### src/rtl/viterbi_pkg.sv
// Shared Viterbi constants, types and the trellis predecessor rule.
// Both the ACS stage and the traceback use tb_pred, so they follow the same state convention.
package viterbi_pkg;
  localparam int SW = 3;
  localparam int DW = 8;
  localparam int AW = 10;

  typedef logic [SW-1:0] state_t;
  typedef logic [AW-1:0] addr_t;

  typedef enum logic [1:0] {IDLE, PRIME, RUN, DONE} tb_fsm_e;

  // The state shifts left, and the decision bit for the current state fills the LSB.
  function automatic state_t tb_pred(state_t s, logic [DW-1:0] d);
    return {s[SW-2:0], d[s]};
  endfunction
endpackage

### src/rtl/viterbi_traceback.sv
// Walks survivor decisions backwards one step per cycle.
// Writes the decoded bits into the display memory in forward time order.
module viterbi_traceback
  import viterbi_pkg::*;
(
  input  logic          clk,
  input  logic          rst,
  input  logic          start,
  input  addr_t         start_addr,
  input  state_t        start_state,
  input  addr_t         tb_len,
  input  addr_t         out_base,
  output addr_t         mem_addr,
  input  logic [DW-1:0] mem_d_o,
  output logic          disp_wr,
  output addr_t         disp_addr,
  output logic          disp_d,
  output logic          busy,
  output logic          done,
  output state_t        final_state
);

  tb_fsm_e fsm_q, fsm_d;
  state_t  st_q, st_d;
  addr_t   cnt_q, cnt_d;
  addr_t   mem_addr_q, mem_addr_d;
  addr_t   wptr_q, wptr_d;
  logic    disp_wr_q, disp_wr_d;
  addr_t   disp_addr_q, disp_addr_d;
  logic    disp_d_q, disp_d_d;
  logic    busy_q, busy_d;
  logic    done_q, done_d;
  state_t  final_q, final_d;

  always_comb begin
    fsm_d       = fsm_q;
    st_d        = st_q;
    cnt_d       = cnt_q;
    mem_addr_d  = mem_addr_q;
    wptr_d      = wptr_q;
    disp_wr_d   = 1'b0;
    disp_addr_d = disp_addr_q;
    disp_d_d    = disp_d_q;
    done_d      = 1'b0;
    final_d     = final_q;
    unique case (fsm_q)
      IDLE: begin
        if (start) begin
          st_d       = start_state;
          cnt_d      = tb_len;
          mem_addr_d = start_addr;
          // Bits come out newest-first, so the write pointer starts at the top of the window.
          wptr_d     = out_base + tb_len - addr_t'(1);
          fsm_d      = (tb_len == '0) ? DONE : PRIME;
        end
      end
      PRIME: begin
        mem_addr_d = mem_addr_q - addr_t'(1);
        fsm_d      = RUN;
      end
      RUN: begin
        disp_wr_d   = 1'b1;
        disp_d_d    = st_q[SW-1];
        disp_addr_d = wptr_q;
        st_d        = tb_pred(st_q, mem_d_o);
        wptr_d      = wptr_q - addr_t'(1);
        mem_addr_d  = mem_addr_q - addr_t'(1);
        cnt_d       = cnt_q - addr_t'(1);
        if (cnt_q == addr_t'(1)) fsm_d = DONE;
      end
      DONE: begin
        done_d  = 1'b1;
        final_d = st_q;
        fsm_d   = IDLE;
      end
      default: fsm_d = IDLE;
    endcase
    busy_d = (fsm_d != IDLE);
  end

  always_ff @(posedge clk) begin
    if (rst) begin
      fsm_q       <= IDLE;
      st_q        <= '0;
      cnt_q       <= '0;
      mem_addr_q  <= '0;
      wptr_q      <= '0;
      disp_wr_q   <= 1'b0;
      disp_addr_q <= '0;
      disp_d_q    <= 1'b0;
      busy_q      <= 1'b0;
      done_q      <= 1'b0;
      final_q     <= '0;
    end else begin
      fsm_q       <= fsm_d;
      st_q        <= st_d;
      cnt_q       <= cnt_d;
      mem_addr_q  <= mem_addr_d;
      wptr_q      <= wptr_d;
      disp_wr_q   <= disp_wr_d;
      disp_addr_q <= disp_addr_d;
      disp_d_q    <= disp_d_d;
      busy_q      <= busy_d;
      done_q      <= done_d;
      final_q     <= final_d;
    end
  end

  assign mem_addr    = mem_addr_q;
  assign disp_wr     = disp_wr_q;
  assign disp_addr   = disp_addr_q;
  assign disp_d      = disp_d_q;
  assign busy        = busy_q;
  assign done        = done_q;
  assign final_state = final_q;

endmodule

### config.mk
export PLATFORM = sky130hd
export DESIGN_NAME = viterbi_traceback
export DESIGN_NICKNAME = d
export VERILOG_FILES = /design/src/rtl/viterbi_pkg.sv /design/src/rtl/viterbi_traceback.sv
export SDC_FILE = /design/constraint.sdc
export NUM_CORES = 1
export LEC_CHECK = 0
export ABC_CLOCK_PERIOD_IN_PS = 3400
export CAP_MARGIN = 20
export CORE_MARGIN = 4
export CORE_UTILIZATION = 55
export DETAILED_ROUTE_END_ITERATION = 7
export PLACE_DENSITY_LB_ADDON = 0.05
export SLEW_MARGIN = 10
export SYNTH_ARGS = -nofsm -noshare
export SYNTH_HDL_FRONTEND = slang
export SYNTH_SLANG_ARGS = --single-unit
### constraint.sdc
create_clock -name clk -period 3.4 [get_ports clk]
set_input_delay 0.68 -clock clk [delete_from_list [all_inputs] [get_ports clk]]
set_output_delay 0.68 -clock clk [all_outputs]
set_load 0.01 [all_outputs]
* Yosys cells after proc, flatten, opt, wreduce, memory -nomap -nowiden
Index checks and enable logic that the tools add are counted.
Storage, ports and cells: register bits 52, bits in latches 0, RAM bits 0, memory bits (read-only) 0, bits of input ports 44, output and inout port bits 27, word-level logic and storage cells 46, memories kept 0
Operators by class: add/sub/neg operators 5, multipliers 0, div/mod/pow operators 0, order comparisons 1, equal/unequal tests 5, shifts and indexed selects 0, muxes and demuxes 16, bitwise gates (word level) 0, reductions and logical operators 8
Operators with widths (number):
- $pmux W10 S2 | 3
- $sub A10 B1 Y10 const B | 4
- $mux W10 | 3
- $add A10 B10 Y10 | 1
- $eq A10 B1 Y1 const B | 1
- $logic_not A10 Y1 | 1
- $pmux W2 S4 | 1
- $mux W2 | 3
- $pmux W3 S2 | 1
- $reduce_bool A2 Y1 | 3
- $eq A2 B2 Y1 const B | 2
- $lt A3 B4 Y1 const B | 1
- $reduce_and A2 Y1 | 2
- $bmux W1 S3 | 1
- $mux W1 | 3
- $mux W3 | 1
- $eq A2 B1 Y1 const B | 1
- $logic_not A2 Y1 | 1
- $ne A2 B2 Y1 const B | 1
- $reduce_or A2 Y1 | 1

* Longest topological paths before layout
word-level depth 5, depth in mapped cells 11, depth with buffers taken out 11

* Worst setup path before layout
No wires, ideal clock.
path type input to register, from in tb_len[1], to reg wptr_q[5], library setup time 0.115 ns, arrival time 2.425 ns, required time 3.285 ns, path slack 0.860 ns, stages 11, buffers on the path 0, cells stage by stage inv_1 > ha_1 > inv_1 > ha_1 > inv_1 > fa_1 > nand2b_1 > a21oi_1 > xor2_1 > nor2_1 > a2111oi_0
Between the ends: cells in the longest elaborated chain, start to end 4
RTL lines:
- from (decl) | RTL line viterbi_traceback.sv:11 | input addr_t tb_len,
- $add A10 B10 Y10 | RTL line viterbi_traceback.sv:53 | wptr_d = out_base + tb_len - addr_t'(1);
- $sub A10 B1 Y10 | RTL line viterbi_traceback.sv:53
- $mux W10 | RTL line viterbi_traceback.sv:48 | if (start) begin
- $pmux W10 S2 | RTL line viterbi_traceback.sv:46 | unique case (fsm_q)
- to (signal assigned) | RTL line viterbi_traceback.sv:99 | wptr_q <= wptr_d;
- to (decl) | RTL line viterbi_traceback.sv:27 | addr_t wptr_q, wptr_d;
Every way passes these cells. The select of a mux whose other input is x is not followed. A chain may end at the register's enable or synchronous reset.

* Final worst setup path
Same ends and word-level chain as after synthesis.

==> impl_metrics.json <==
{
  "status": "complete, no violations",
  "drc": 0,
  "p_leak_nw": 1.67,
  "r2r_end": "wptr_q[6]$_SDFFE_PP0P_",
  "fmax_mhz": 339,
  "total_power_mw": 2.61,
  "synth_nets": 490,
  "fin_util_pct": 73.6,
  "cts_tree": "yes",
  "antenna_found_initial": 0,
  "path_depth": 12,
  "worstPathCellList": "clkdlybuf4s50_1 > inv_1 > ha_1 > inv_1 > ha_1 > inv_1 > fa_1 > nand2b_1 > a21oi_1 > xor2_1 > nor2_1 > a2111oi_0",
  "synth_seq_area_share_pct": 31.5,
  "syn_avg_cell_area_um2": 7.86,
  "synth-async-reset-ratio_pct": 0,
  "setup_violations": 0,
  "ys_ff_latch": 52,
  "ys_types": 51,
  "cts_hold_buf": 0,
  "criticalPathCategory": "input pin to flip-flop",
  "critPathRequiredTime_ps": 3590,
  "synth_top_area_share_pct": 31.5,
  "crit_buf_inv": 4,
  "antennaDiodeCount": 0,
  "cts_sinks": 52,
  "worstSkewPairLatency_ps": 310,
  "die_h_um": 85.6,
  "wl_um": 8400,
  "final_cell_area_um2": 4180,
  "fp-row-count": 27,
  "core_area_um2": 5680,
  "initial_core_util_pct": 58.3,
  "timing.rr.start": "fsm_q[0]$_SDFF_PP0_",
  "crit_arrival_ps": 3140,
  "final_cell_count_no_fill": 555,
  "clk_path_buf_depth": 2,
  "routed_via_density": 5.78,
  "grt_start_max_net_pins": 38,
  "cp_top_family": "adder cells",
  "synth-warning-count": 0,
  "endpoint": "wptr_q[5]$_SDFFE_PP0P_",
  "cts-resized-gates": 0,
  "overflow": 0,
  "crit_path_start_kind": "input pin",
  "regToRegSetupSlack_ps": 760,
  "clkSlewWorstSetupHoldPaths_ps": 100,
  "dp_cells": 547,
  "fp.dieArea_um2": 7320,
  "grt_pass1_wl_um": 13900,
  "hold_viol": 0,
  "hold_path_class": "flip-flop to flip-flop",
  "slew_headroom_pct": 50.7,
  "crit_top_cell": "inv_1",
  "cts_htree_levels": 2,
  "syn_inst": 421,
  "io_pins": 71,
  "synth_area_leaders": "dfxtp_1 31%, ha_1 9.1%, mux2i_1 7.9%, nor2_1 6.7%, inv_1 5.4%",
  "synth_top_area_cell": "dfxtp_1",
  "hpwl_um": 6060,
  "port_buffers": 70,
  "fin_crit_ps": 2950,
  "cp_max_fo": 4,
  "cpPeakStageDelay_ps": 470,
  "fill_cells": 455,
  "synthFlopType": "dfxtp_1",
  "layout-drive-gt1-share_pct": 4.76,
  "vias": 3207,
  "place_congestion": 0.814,
  "drtPass1Iterations": 5,
  "routedWlPerCell_um": 15.1,
  "dpl-instance-area_um2": 4040,
  "post-cts-setup-buffer-count": 0,
  "worst_slew_pin_slew_ps": 735,
  "syn_area_um2": 3310,
  "reg2regPathDepth": 6,
  "p_per_area_nw_per_um2": 624,
  "critPathSlowestCell": "clkdlybuf4s50_1",
  "nets": 551,
  "crit_start": "tb_len[1]",
  "rsz0062_at_grt": "no",
  "finClkSkew_ps": 12.3,
  "ir_drop_mv": 0.306,
  "fin_tns_setup_ps": 0,
  "end_kind": "flip-flop",
  "die_w_um": 85.6,
  "final_max_slew_viol_count": 0,
  "synthToLayoutAreaGrowth_pct": 26.2,
  "cts.root.buffer_cell": "clkbuf_8",
  "synth_edf_count": 0,
  "grtUsageTotal_pct": 23.1,
  "grt_pass1_vias": 3025,
  "drt-initial-drc-count": 193,
  "cap_violations": 0,
  "numCtsBuffers": 5,
  "period_share_pct": 86.7,
  "postRouteAntennaNets": 0
}
## worst reg2reg max path, stage by stage (launching register included)
cell and delay [ps]:
dfxtp_1 370, inv_1 100, ha_1 640, mux2_2 640, nand2_1 210, or4_1 510
o211ai_1 110
## cell usage after synthesis (all sizes together) (2+ instances only)
master and instances:
o211ai 5, nor3 13, or3 3, o21ai 22, mux4 2, nor4 8
nor4b 3, xnor2 2, nand2 24, ha 24, nand3 9, o32ai 2
nand4b 3, nor2 59, a21oi 34, clkbuf 13, mux2i 26, a31oi 2
dfxtp 52, nor2b 4, inv 48, xor2 2, nand2b 6, a22oi 5
o22ai 5, a211oi 14, mux2 4, buf 8
## per-layer routing
metal	vias up	global-route usage [%]	wire length, um
met2	93	38.4	4070
met5	-	0	0
met3	6	4.13	484
li1	1603	-	-
met1	1505	31.0	3780
met4	0	5.76	61
## cells in the final DEF, fill, tap and decap left out, types with 2 or more instances in the layout
master,n
xnor2_1,2
nand2b_1,6
o21ai_0,21
ha_1,24
nand3_1,9
nor4_1,8
nor2b_1,4
o32ai_1,2
inv_1,48
bufinv_16,2
a22oi_1,5
clkbuf_8,5
mux2i_1,26
a31oi_1,2
dfxtp_1,52
nor3_1,13
nor4b_1,2
nor2_1,59
o211ai_1,5
a211oi_1,14
buf_4,5
clkdlybuf4s50_1,69
nand4b_1,3
or3_1,3
o22ai_1,5
mux2_2,4
mux4_2,2
xor2_1,2
a21oi_1,34
nand2_1,24
## sequential cells by signal, summed over array words and instances (netlist names)
| name | cells |
|---|---|
| disp_d | 1 |
| disp_wr | 1 |
| busy | 1 |
| cnt_q | 10 |
| fsm_q | 2 |
| disp_addr | 10 |
| st_q | 3 |
| final_state | 3 |
| wptr_q | 10 |
| mem_addr | 10 |
| done | 1 |
## cell type report
type                            instances  area (um2)  area share (%)
Multi-Input combinational cell        300        2000            47.8
Clock inverter                          3        68.8            1.65
Inverter                               48         180            4.31
Timing Repair Buffer                   75         733            17.6
Sequential cell                        52        1040            24.9
Tap cell                               72        90.1            2.16
Clock buffer                            5        68.8            1.65
## worst min path at each step
stage                                        endpoint  slack [ps]  cells past startpoint                        start
after detailed placement  final_state[0]$_SDFFE_PP0P_         480                      2  final_state[0]$_SDFFE_PP0P_
after CTS                       cnt_q[8]$_SDFFE_PP0P_         500                      2        cnt_q[8]$_SDFFE_PP0P_
after global placement          cnt_q[8]$_SDFFE_PP0P_         460                      2        cnt_q[8]$_SDFFE_PP0P_
after floorplan                 cnt_q[8]$_SDFFE_PP0P_         450                      2        cnt_q[8]$_SDFFE_PP0P_
after global routing            cnt_q[8]$_SDFFE_PP0P_         530                      2        cnt_q[8]$_SDFFE_PP0P_
final                           cnt_q[8]$_SDFFE_PP0P_         500                      2        cnt_q[8]$_SDFFE_PP0P_
## report_power, final
part	internal [mW]	total, mW	switching, mW
Combinational	0.555	1.21	0.655
Sequential	0.732	0.876	0.143
Clock	0.297	0.520	0.224
## metrics by stage
step | worst slack [ps] | hold slack, ps
6_report | 454 | 498
5_1_grt | 271 | 529
4_1_cts | 466 | 500
3_5_place_dp | 148 | 483
3_3_place_gp | 230 | 462
2_1_floorplan | 860 | 454
## cell families after synthesis
family,synth area share (%)
AND/OR/NAND/NOR,20.4
adder cells (fa/ha/maj),9.68
AO/OA/AOI/OAI,18.6
multiplexers,10.6
buffers and inverters,8.24
flip-flops,31.5
XOR/XNOR,1.06
Power figures use the tool's default switching activity.
